File: src/rtl/dla_layer_sequencer_pkg.sv
// Shared types and constants for the DLA layer sequencer: FSM states,
// default config width and the stock layer configs used to preload the table.
package dla_seq_pkg;

    typedef enum logic [2:0] {
        IDLE,
        LOAD,
        START,
        WAIT,
        NEXT,
        DONE,
        ERR
    } state_t;

    localparam int DLA_CFG_W = 56;

    // Stock transfer_config words: pointwise conv on a 28x28 map, and depthwise.
    localparam logic [DLA_CFG_W-1:0] CFG_PW_28X28 = 56'h01_1C1C_0040_0040;
    localparam logic [DLA_CFG_W-1:0] CFG_DW       = 56'h02_1C1C_0040_0001;

endpackage

File: src/rtl/dla_layer_sequencer_if.sv
// Host/DLA-facing signal bundle of the layer sequencer; master is the
// environment (host + DLA), slave is the sequencer.
interface dla_layer_sequencer_if #(
    parameter int CFG_W      = 56,
    parameter int MAX_LAYERS = 8,
    parameter int CYC_W      = 32
);
    localparam int AW = $clog2(MAX_LAYERS);

    logic             cfg_we;
    logic [AW-1:0]    cfg_waddr;
    logic [CFG_W-1:0] cfg_wdata;
    logic [AW:0]      num_layers;
    logic             run;
    logic             abort;
    logic             layer_done;
    logic             dla_start;
    logic [CFG_W-1:0] transfer_config;
    logic [AW-1:0]    layer_idx;
    logic             busy;
    logic             seq_done;
    logic             timeout_err;
    logic [CYC_W-1:0] cycle_count;

    modport master (
        output cfg_we, cfg_waddr, cfg_wdata, num_layers, run, abort, layer_done,
        input  dla_start, transfer_config, layer_idx, busy, seq_done, timeout_err, cycle_count
    );

    modport slave (
        input  cfg_we, cfg_waddr, cfg_wdata, num_layers, run, abort, layer_done,
        output dla_start, transfer_config, layer_idx, busy, seq_done, timeout_err, cycle_count
    );

endinterface

File: src/rtl/dla_layer_sequencer_cfg_regfile.sv
// Per-layer transfer_config table: flop array with one synchronous write
// port and one combinational read port; write gating is done by the caller.
module dla_cfg_regfile #(
    parameter int CFG_W      = 56,
    parameter int MAX_LAYERS = 8
) (
    input  logic                          clk,
    input  logic                          rst,
    input  logic                          we,
    input  logic [$clog2(MAX_LAYERS)-1:0] waddr,
    input  logic [CFG_W-1:0]              wdata,
    input  logic [$clog2(MAX_LAYERS)-1:0] raddr,
    output logic [CFG_W-1:0]              rdata
);

    logic [CFG_W-1:0] mem [MAX_LAYERS];

    always_ff @(posedge clk or posedge rst) begin
        if (rst) begin
            for (int unsigned i = 0; i < MAX_LAYERS; i++) mem[i] <= '0;
        end else if (we) begin
            mem[waddr] <= wdata;
        end
    end

    assign rdata = mem[raddr];

endmodule

File: src/rtl/dla_layer_sequencer.sv
// Multi-layer run controller: walks the config table, pulses dla_start per
// layer, waits for layer_done, with abort, WAIT timeout and busy-cycle profiling.
module dla_layer_sequencer
    import dla_seq_pkg::*;
#(
    parameter int CFG_W          = DLA_CFG_W,
    parameter int MAX_LAYERS     = 8,
    parameter int CYC_W          = 32,
    parameter int TIMEOUT_CYCLES = 1048576
) (
    input logic                 clk,
    input logic                 rst,
    dla_layer_sequencer_if.slave bus
);

    localparam int            AW       = $clog2(MAX_LAYERS);
    localparam int            NW       = AW + 1;
    localparam logic [NW-1:0] MAX_N    = NW'(MAX_LAYERS);
    localparam logic [31:0]   TO_LIMIT = 32'(TIMEOUT_CYCLES);

    state_t           state, state_nx;
    logic             run_q;
    logic [NW-1:0]    num_q, n_lat;
    logic [AW-1:0]    idx;
    logic [CFG_W-1:0] cfg_rd, cfg_r;
    logic             start_r, terr;
    logic [CYC_W-1:0] cyc;
    logic [31:0]      wait_cnt;
    logic             busy_w, last_layer, wait_hit;

    assign busy_w     = (state != IDLE);
    assign last_layer = ({1'b0, idx} == (n_lat - NW'(1)));
    assign wait_hit   = (TIMEOUT_CYCLES != 0) && ((wait_cnt + 32'd1) == TO_LIMIT);

    dla_cfg_regfile #(.CFG_W(CFG_W), .MAX_LAYERS(MAX_LAYERS)) u_regfile (
        .clk   (clk),
        .rst   (rst),
        .we    (bus.cfg_we && !busy_w),
        .waddr (bus.cfg_waddr),
        .wdata (bus.cfg_wdata),
        .raddr (idx),
        .rdata (cfg_rd)
    );

    always_comb begin
        state_nx = state;
        unique case (state)
            IDLE:  if (run_q) state_nx = (num_q == '0) ? DONE : LOAD;
            LOAD:  state_nx = START;
            START: state_nx = WAIT;
            // layer_done coinciding with our own start pulse belongs to an earlier job
            WAIT: begin
                if (bus.layer_done && !start_r) state_nx = NEXT;
                else if (wait_hit)              state_nx = ERR;
            end
            NEXT:    state_nx = last_layer ? DONE : LOAD;
            DONE:    state_nx = IDLE;
            ERR:     state_nx = IDLE;
            default: state_nx = IDLE;
        endcase
        if (bus.abort && busy_w) state_nx = IDLE;
    end

    // run/num_layers pass through an input register first, so the accepted
    // run reaches LOAD one edge after it is sampled.
    always_ff @(posedge clk or posedge rst) begin
        if (rst) begin
            state    <= IDLE;
            run_q    <= 1'b0;
            num_q    <= '0;
            n_lat    <= '0;
            idx      <= '0;
            cfg_r    <= '0;
            start_r  <= 1'b0;
            terr     <= 1'b0;
            cyc      <= '0;
            wait_cnt <= '0;
        end else begin
            state   <= state_nx;
            run_q   <= bus.run && (state == IDLE);
            num_q   <= bus.num_layers;
            start_r <= (state == START) && (state_nx == WAIT);
            if (busy_w && (cyc != '1)) cyc <= cyc + CYC_W'(1);
            unique case (state)
                IDLE: if (run_q) begin
                    idx      <= '0;
                    cyc      <= '0;
                    terr     <= 1'b0;
                    wait_cnt <= '0;
                    n_lat    <= (num_q > MAX_N) ? MAX_N : num_q;
                end
                LOAD: if (state_nx == START) cfg_r <= cfg_rd;
                WAIT: wait_cnt <= wait_cnt + 32'd1;
                NEXT: begin
                    wait_cnt <= '0;
                    if (state_nx == LOAD) idx <= idx + AW'(1);
                end
                ERR:     if (!bus.abort) terr <= 1'b1;
                default: ;
            endcase
        end
    end

    assign bus.dla_start       = start_r;
    assign bus.transfer_config = cfg_r;
    assign bus.layer_idx       = idx;
    assign bus.busy            = busy_w;
    assign bus.seq_done        = (state == DONE);
    assign bus.timeout_err     = terr;
    assign bus.cycle_count     = cyc;

endmodule

File: src/flat_wrapper.sv
// flat-port wrapper written by rule: the top's interface ports become plain ports
module dla_layer_sequencer_flat import dla_seq_pkg::*;
#(
    parameter int CFG_W          = DLA_CFG_W,
    parameter int MAX_LAYERS     = 8,
    parameter int CYC_W          = 32,
    parameter int TIMEOUT_CYCLES = 1048576
)
  (clk, rst, bus_cfg_we, bus_cfg_waddr, bus_cfg_wdata, bus_num_layers, bus_run, bus_abort, bus_layer_done, bus_dla_start, bus_transfer_config, bus_layer_idx, bus_busy, bus_seq_done, bus_timeout_err, bus_cycle_count);
  dla_layer_sequencer_if #(.CFG_W(CFG_W), .MAX_LAYERS(MAX_LAYERS), .CYC_W(CYC_W)) bus_i ();
  input logic clk;
  input logic rst;
  input wire logic [$bits(bus_i.cfg_we)-1:0] bus_cfg_we;
  input wire logic [$bits(bus_i.cfg_waddr)-1:0] bus_cfg_waddr;
  input wire logic [$bits(bus_i.cfg_wdata)-1:0] bus_cfg_wdata;
  input wire logic [$bits(bus_i.num_layers)-1:0] bus_num_layers;
  input wire logic [$bits(bus_i.run)-1:0] bus_run;
  input wire logic [$bits(bus_i.abort)-1:0] bus_abort;
  input wire logic [$bits(bus_i.layer_done)-1:0] bus_layer_done;
  output wire logic [$bits(bus_i.dla_start)-1:0] bus_dla_start;
  output wire logic [$bits(bus_i.transfer_config)-1:0] bus_transfer_config;
  output wire logic [$bits(bus_i.layer_idx)-1:0] bus_layer_idx;
  output wire logic [$bits(bus_i.busy)-1:0] bus_busy;
  output wire logic [$bits(bus_i.seq_done)-1:0] bus_seq_done;
  output wire logic [$bits(bus_i.timeout_err)-1:0] bus_timeout_err;
  output wire logic [$bits(bus_i.cycle_count)-1:0] bus_cycle_count;
  assign bus_i.cfg_we = bus_cfg_we;
  assign bus_i.cfg_waddr = bus_cfg_waddr;
  assign bus_i.cfg_wdata = bus_cfg_wdata;
  assign bus_i.num_layers = bus_num_layers;
  assign bus_i.run = bus_run;
  assign bus_i.abort = bus_abort;
  assign bus_i.layer_done = bus_layer_done;
  assign bus_dla_start = bus_i.dla_start;
  assign bus_transfer_config = bus_i.transfer_config;
  assign bus_layer_idx = bus_i.layer_idx;
  assign bus_busy = bus_i.busy;
  assign bus_seq_done = bus_i.seq_done;
  assign bus_timeout_err = bus_i.timeout_err;
  assign bus_cycle_count = bus_i.cycle_count;
  dla_layer_sequencer #(.CFG_W(CFG_W), .MAX_LAYERS(MAX_LAYERS), .CYC_W(CYC_W), .TIMEOUT_CYCLES(TIMEOUT_CYCLES)) u_core (.clk(clk), .rst(rst), .bus(bus_i));
endmodule
File: config.mk
export PLATFORM = sky130hd
export DESIGN_NAME = dla_layer_sequencer_flat
export DESIGN_NICKNAME = d
export VERILOG_FILES = /design/src/rtl/dla_layer_sequencer_pkg.sv /design/src/rtl/dla_layer_sequencer_if.sv /design/src/rtl/dla_layer_sequencer_cfg_regfile.sv /design/src/rtl/dla_layer_sequencer.sv /design/src/flat_wrapper.sv
export SDC_FILE = /design/constraint.sdc
export NUM_CORES = 1
export LEC_CHECK = 0
export BUFFER_PORTS_ARGS = -buffer_cell sky130_fd_sc_hd__buf_2
export CORE_MARGIN = 8
export CORE_UTILIZATION = 35
export CTS_CLUSTER_SIZE = 28
export DETAILED_ROUTE_END_ITERATION = 8
export GPL_ROUTABILITY_DRIVEN = 0
export PLACE_DENSITY = 0.62
export REMOVE_ABC_BUFFERS = 1
export SYNTH_ARGS = -nofsm -noshare
export SYNTH_HDL_FRONTEND = slang
export SYNTH_SLANG_ARGS = --single-unit
File: constraint.sdc
create_clock -name clk -period 53.7 [get_ports clk]
set_input_delay 2.685 -clock clk [delete_from_list [all_inputs] [get_ports clk]]
set_output_delay 2.685 -clock clk [all_outputs]
set_load 0.05 [all_outputs]
Yosys cells after proc, flatten, opt, wreduce, memory -nomap -nowiden
Cells that the tools add are included.
{"block": "totals", "register_bits": 585, "inputBits": 69, "out_inout_bits": 95, "elab_cells": 88}
{"block": "classes", "n_addsub": 4, "order_cmp": 4, "eq_ne": 15, "muxes": 25, "bitwise_logic": 2, "n_reduce_logical": 20}
{"cell": "bitwise mux 448 bit", "count": 1}
{"cell": "binary-select mux 56 bit (select 3 bit)", "count": 1}
{"cell": "demux 56 bit (select 3 bit)", "count": 1}
{"cell": "2-to-1 mux 56 bit", "count": 3}
{"cell": "2-to-1 mux 32 bit", "count": 4}
{"cell": "one-hot mux 32 bit (3 select lines)", "count": 1}
{"cell": "adder 32 x 1 -> 32 bit (second input constant)", "count": 2}
{"cell": "equality test 32 x 21 -> 1 bit (second input constant)", "count": 1}
{"cell": "!= test 32 bit (second input constant)", "count": 1}
{"cell": "2-to-1 mux 3 bit", "count": 8}
{"cell": "one-hot mux 3 bit (5 select lines)", "count": 1}
{"cell": "equality test 3 x 2 -> 1 bit (second input constant)", "count": 4}
{"cell": "equality test 3 bit (second input constant)", "count": 3}
{"cell": ">= comparator 4 bit (second input constant)", "count": 2}
{"cell": "inverter 3 -> 4 bit", "count": 2}
{"cell": "logical AND 1 bit", "count": 7}
{"cell": "equality test 3 x 1 -> 1 bit (second input constant)", "count": 2}
{"cell": "one-hot mux 3 bit (2 select lines)", "count": 1}
{"cell": "AND reduction 2 bit", "count": 3}
{"cell": "AND reduction 3 bit", "count": 2}
{"cell": "nonzero test 3 bit", "count": 2}
{"cell": "equality test 3 x 4 -> 1 bit", "count": 1}
{"cell": "greater-than comparator 4 bit (second input constant)", "count": 1}
{"cell": "logical NOT 4 bit", "count": 1}
{"cell": "11 further kinds", "count": 15}

Depth between registers and ports, before layout
{"block": "logic_depth", "word_depth": 9, "mapped_depth": 10, "ltp_nobuf": 8}

Modules after synthesis
From an unflattened synthesis, not the netlist that was laid out.
{"block": "hier_totals", "cells_unflattened": 1797, "area_unflattened_um2": 26661.8}
{"module": "dla_cfg_regfile", "n_inst": 1, "cells_per_inst": 1152, "area_each_um2": 19999.2, "seq_area_each_um2": 11210.8}
{"module": "dla_layer_sequencer", "n_inst": 1, "cells_per_inst": 645, "area_each_um2": 6662.6, "seq_area_each_um2": 3428.3}

Worst setup path after synthesis
OpenSTA, ideal clock, no wires.
{"block": "synth_timing", "path_type": "input to register", "start": "in bus_cfg_waddr[0]", "end": "reg u_core.u_regfile.mem[224] (netlist name)", "setup_time_ps": 125, "t_arrival_ps": 3998, "t_required_ps": 53575, "setup_slack_ps": 49578, "path_stages": 5, "path_buffers": 2, "cell_sequence": "and3_1 > nand3b_1 > clkbuf_1 > clkbuf_1 > mux2_2"}
{"block": "synth_via", "elab_chain_len": 6, "word_cells_on_any_way": 7, "classes_between": "2 x order compare; 3 x mux; 1 x bitwise; 1 x reduce/logical"}
{"element": "start, declared", "line_no": "flat_wrapper.sv:14", "source": "input wire logic [$bits(bus_i.cfg_waddr)-1:0] bus_cfg_waddr;"}
{"element": "inverter 3 -> 4 bit (implied by the code) *", "line_no": "dla_layer_sequencer_cfg_regfile.sv:22", "source": "mem[waddr] <= wdata;"}
{"element": ">= comparator 4 bit (implied by the code) / less-than comparator 4 x 1 -> 1 bit (equally long branches)", "line_no": "dla_layer_sequencer_cfg_regfile.sv:22"}
{"element": "logical AND 1 bit (implied by the code)", "line_no": "dla_layer_sequencer_cfg_regfile.sv:22"}
{"element": "2-to-1 mux 56 bit (implied by the code)", "line_no": "dla_layer_sequencer_cfg_regfile.sv:22"}
{"element": "demux 56 bit (select 3 bit) *", "line_no": "dla_layer_sequencer_cfg_regfile.sv:22"}
{"element": "bitwise mux 448 bit *", "line_no": "dla_layer_sequencer_cfg_regfile.sv:22"}
{"element": "end signal, assigned by index", "line_no": "dla_layer_sequencer_cfg_regfile.sv:22"}
{"element": "end, declared", "line_no": "dla_layer_sequencer_cfg_regfile.sv:16", "source": "logic [CFG_W-1:0] mem [MAX_LAYERS];"}
Every way passes the cells marked *; elsewhere a longest branch is shown, timed or not.
A chain may end at the register's enable or synchronous reset.

==> impl_results.md <==
* Post-detailed-route count of antenna-violating nets at 0
* WL/cell at 21.4 µm
* Critical path capture point type: async pin
* Via count at 16600
* Buffers plus inverters on the worst setup path at 5
* First-pass iteration count of the detailed router at 5
* Data required time at the worst endpoint at between 50000 and 60000 ps
* Sequential fraction of the synthesis area at between 50% and 60%
* TritonCTS clock tree: built
* Buffers inserted during post-CTS setup optimization at 0
* Number of remaining DRC errors at 0
* Buffer levels on the longest clock path at 3
* Time the final worst path needs with I/O delays and setup at 5740 ps
* Floorplan die height at around 290 µm
* Fraction of the mapped netlist area in simple logic gates at around 6.4%
* Antenna violations before repair at 18
* Core Area at between 0.07 and 0.08 mm²
* Total CTS buffers at between 60 and 70
* Outcome: completed
* Area added between synthesis and finish at 15.2%
* Pwr per Cell Area at 55.5 mW/mm²
* Adder-cell share of the synthesized area at less than 1%
* Clock input transition at the sequential cells of the worst setup and hold paths at approximately 50 ps
* Compound-gate portion of the synthesized area at under 10%
* Cell depth of the worst min-delay path at 1
* Post-route met1 wirelength at around 29 mm
* Final net count at approximately 2100
* H-Tree Depth at 3
* Routed wire length at roughly 66 mm
* Timing-limited maximum frequency at about 170 MHz
* Setup TNS at 0 ps
* Number of input and output port buffers inserted at 163
* Netlist Area Pre-Place at ~0.027 mm²
* Fraction of synthesis flops using an asynchronous set or reset pin at between 90% and 100%
* Main flop type after synthesis: dfrtp_1
* Number of instances in the synthesized netlist at 1921
* Ordered cell list for the critical path: buf_2, inv_8, buf_4, buf_4, buf_4
* Final Setup Violations at 0
* Destination of the worst register-to-register timing path: u_core.u_regfile.mem[100]
* Floorplan die area at between 0.08 and 0.09 mm²
* Startpoint Class: input pin
* Vias in the first global route at between 15000 and 20000
* Cell seen most often among critical-path stages: buf_4
* Initial core utilization at 35.1%
* GRT Util Overall at between 15 and 20%
* Leftover overflow at the end of global routing at 0
* Fraction of the core area covered by cells at the end of the flow at about two fifths
* Number of DRC markers in iteration 0 at roughly 1200
* Category of cells accounting for the largest share of critical-path delay: buffers and inverters
* Pin count of the biggest net entering global routing at about 130
* Worst Setup Slack post-DPL at ~47000 ps
* Slowest stage cell, crit path: buf_4
* Number of rows in the core area at approximately 100
* Detailed-routed wire length on met2 at around 31 mm
* Static Leakage at around 13 nW
* EDFF count, synth at 0
* Final Total Pwr at 1.70 mW
* Worst supply voltage drop on vdd at 0.0258 mV
* Category of the most critical setup path: in2async
* Worst Hold Launch: u_core.u_regfile.mem[264]
* Fraction of final layout cells sized beyond drive strength 1 at approximately two fifths
* Pins over their slew limit at 0
* Routed wl met3 at 3.97 mm
* Num ports at ~160
* Actual slew at the worst max-slew pin at around 1200 ps
* Final worst-path setup slack at 47960 ps
* # hold bufs at CTS at 0
* Endpoint with the worst hold slack: u_core.u_regfile.mem[264]
* Worst hold path class: reg2reg
* Post-synthesis xor/xnor area fraction at 0.759%
* Worst slew slack as a fraction of its limit at between 10% and 20%
* Data arrival time at the worst-slack endpoint at 6270 ps
* Dpl hpwl at 38.7 mm
* Setup clock skew after layout at between 20 and 25 ps
* Number of distinct standard cells referenced by the synthesized netlist at 60
* Die outline width at roughly 290 µm
* Count of clock tree sinks at around 600
* Setup slack of the worst register-to-register path at 49900 ps
* Unrepaired setup endpoints after global routing: false
* Reg2reg start: u_core.state[2]
* Final worst-path cycle share at a little over a tenth
* Delay of the slowest cell on the worst path at roughly 970 ps
* Mux share of post-synthesis cell area at a little under a third
* FF+latch count, synth at 585
* Number of max-cap violations at 0
* Worst Path Max Fanout at approximately 130
* Mapped Avg Cell Area at 13.8 µm²
* Top layer reached by signal wires: met5
* Worst-case reg-to-reg path depth at 5
* Number of vias per cell after detailed routing at roughly 5.4
* Dominant combinational cell family by area after synthesis: multiplexers
* Endpoints failing hold at 0
* Timing startpoint of the critical path: rst
* Source-to-sink clock delay at the later pin of the worst-skew pair at around 600 ps
* Global-route wire length before repair at 105 mm
* Total number of yosys warnings at 0
* Root Driver: clkbuf_16
* CTS-repair resized insts at 0
## cell usage after synthesis (9+ instances only)
cell type / instances / area [µm²]
buf_2: 32 / 160
nor3_1: 20 / 100
and2_1: 10 / 62.6
dfrtp_1: 585 / 14600
xnor2_1: 9 / 78.8
xor2_1: 14 / 123
mux2_2: 451 / 5080
nand2_1: 57 / 214
mux4_2: 112 / 2520
clkbuf_1: 84 / 315
inv_1: 13 / 48.8
o21ai_0: 64 / 320
nor4_1: 9 / 56.3
or3_1: 10 / 62.6
nand3_1: 36 / 180
buf_1: 16 / 60.1
a21oi_1: 79 / 395
nor2_1: 117 / 439
and3_1: 12 / 75.1
o31ai_1: 10 / 75.1
nand4_1: 32 / 200
mux2i_1: 60 / 601
## metal layers
metal	up-vias	global-route usage, %
li1	7381	-
met1	8766	20.4
met2	371	25.3
met3	110	3.98
met4	12	4.46
met5	-	0
## power by group
group | total (mW) | internal (mW) | switching [mW]
clock network | 0.463 | 0.278 | 0.185
logic | 0.494 | 0.250 | 0.245
registers | 0.741 | 0.639 | 0.102
total | 1.70 | 1.17 | 0.531
## placed cells by master (no fill, tap or decap), drive strengths merged, types with 20 or more instances in the layout
cell type and n:
a21oi 79, buf 189, clkbuf 98, dfrtp 585, mux2 451, mux2i 60
mux4 112, nand2 57, nand3 36, nand4 34, nor2 117, nor3 20
o21ai 64
## through the flow
step	area [µm²]	instances	hold slack, ps
6_report	30600	3083	497
5_1_grt	30600	3076	508
4_1_cts	30600	3076	501
3_5_place_dp	28300	2955	488
3_3_place_gp	28300	2955	481
2_1_floorplan	26000	1788	466
## cells by family (layout without fill, tap and decap cells)
family	count (synthesis)	in the layout
other	0	7
muxes	623	623
DFF	585	585
buffers and inverters	146	323
xor gates and xnor gates	23	23
adders and majority gates	6	6
and+or+nand+nor	339	339
AOI/OAI and AO/OA	199	199
## layout make-up
| cell class | count | area (µm²) |
|---|---|---|
| diodes | 7 | 17.5 |
| clock buffers | 98 | 1920 |
| clock inverters | 23 | 314 |
| fillers | 6994 | 45000 |
| inverters | 13 | 56.3 |
| multi-input cells | 1190 | 11400 |
| flip-flops and latches | 585 | 14700 |
| well taps | 978 | 1220 |
| repair buffers | 189 | 1020 |
## registers in the layout (all words and copies together), names as in the netlist
register and count:
u_core.u_regfile.mem 448, u_core.bus.transfer_config 56, u_core.bus.cycle_count 32, u_core.wait_cnt 32, u_core.n_lat 4, u_core.num_q 4
u_core.bus.layer_idx 3, u_core.state 3, u_core.bus.dla_start 1, u_core.bus.timeout_err 1, u_core.run_q 1
## worst register-to-register path, delay by kind of cell (launching register included)
kind	cells	cell delay, ps
DFF	1	560
buffers and inverters	1	770
muxes	1	450
and+or+nand+nor	3	1900
## worst max-delay path by stage
stage | to | slack (ps) | cells past startpoint
floorplan | u_core.bus.cycle_count[0] | 34650 | 1
global placement | u_core.u_regfile.mem[264] | 47370 | 5
detailed placement | u_core.u_regfile.mem[264] | 47130 | 5
CTS | u_core.bus.transfer_config[14] | 47800 | 5
global route | u_core.u_regfile.mem[167] | 47300 | 5
finish | u_core.u_regfile.mem[102] | 47960 | 5
No activity file was read; power rests on OpenSTA's default activity.
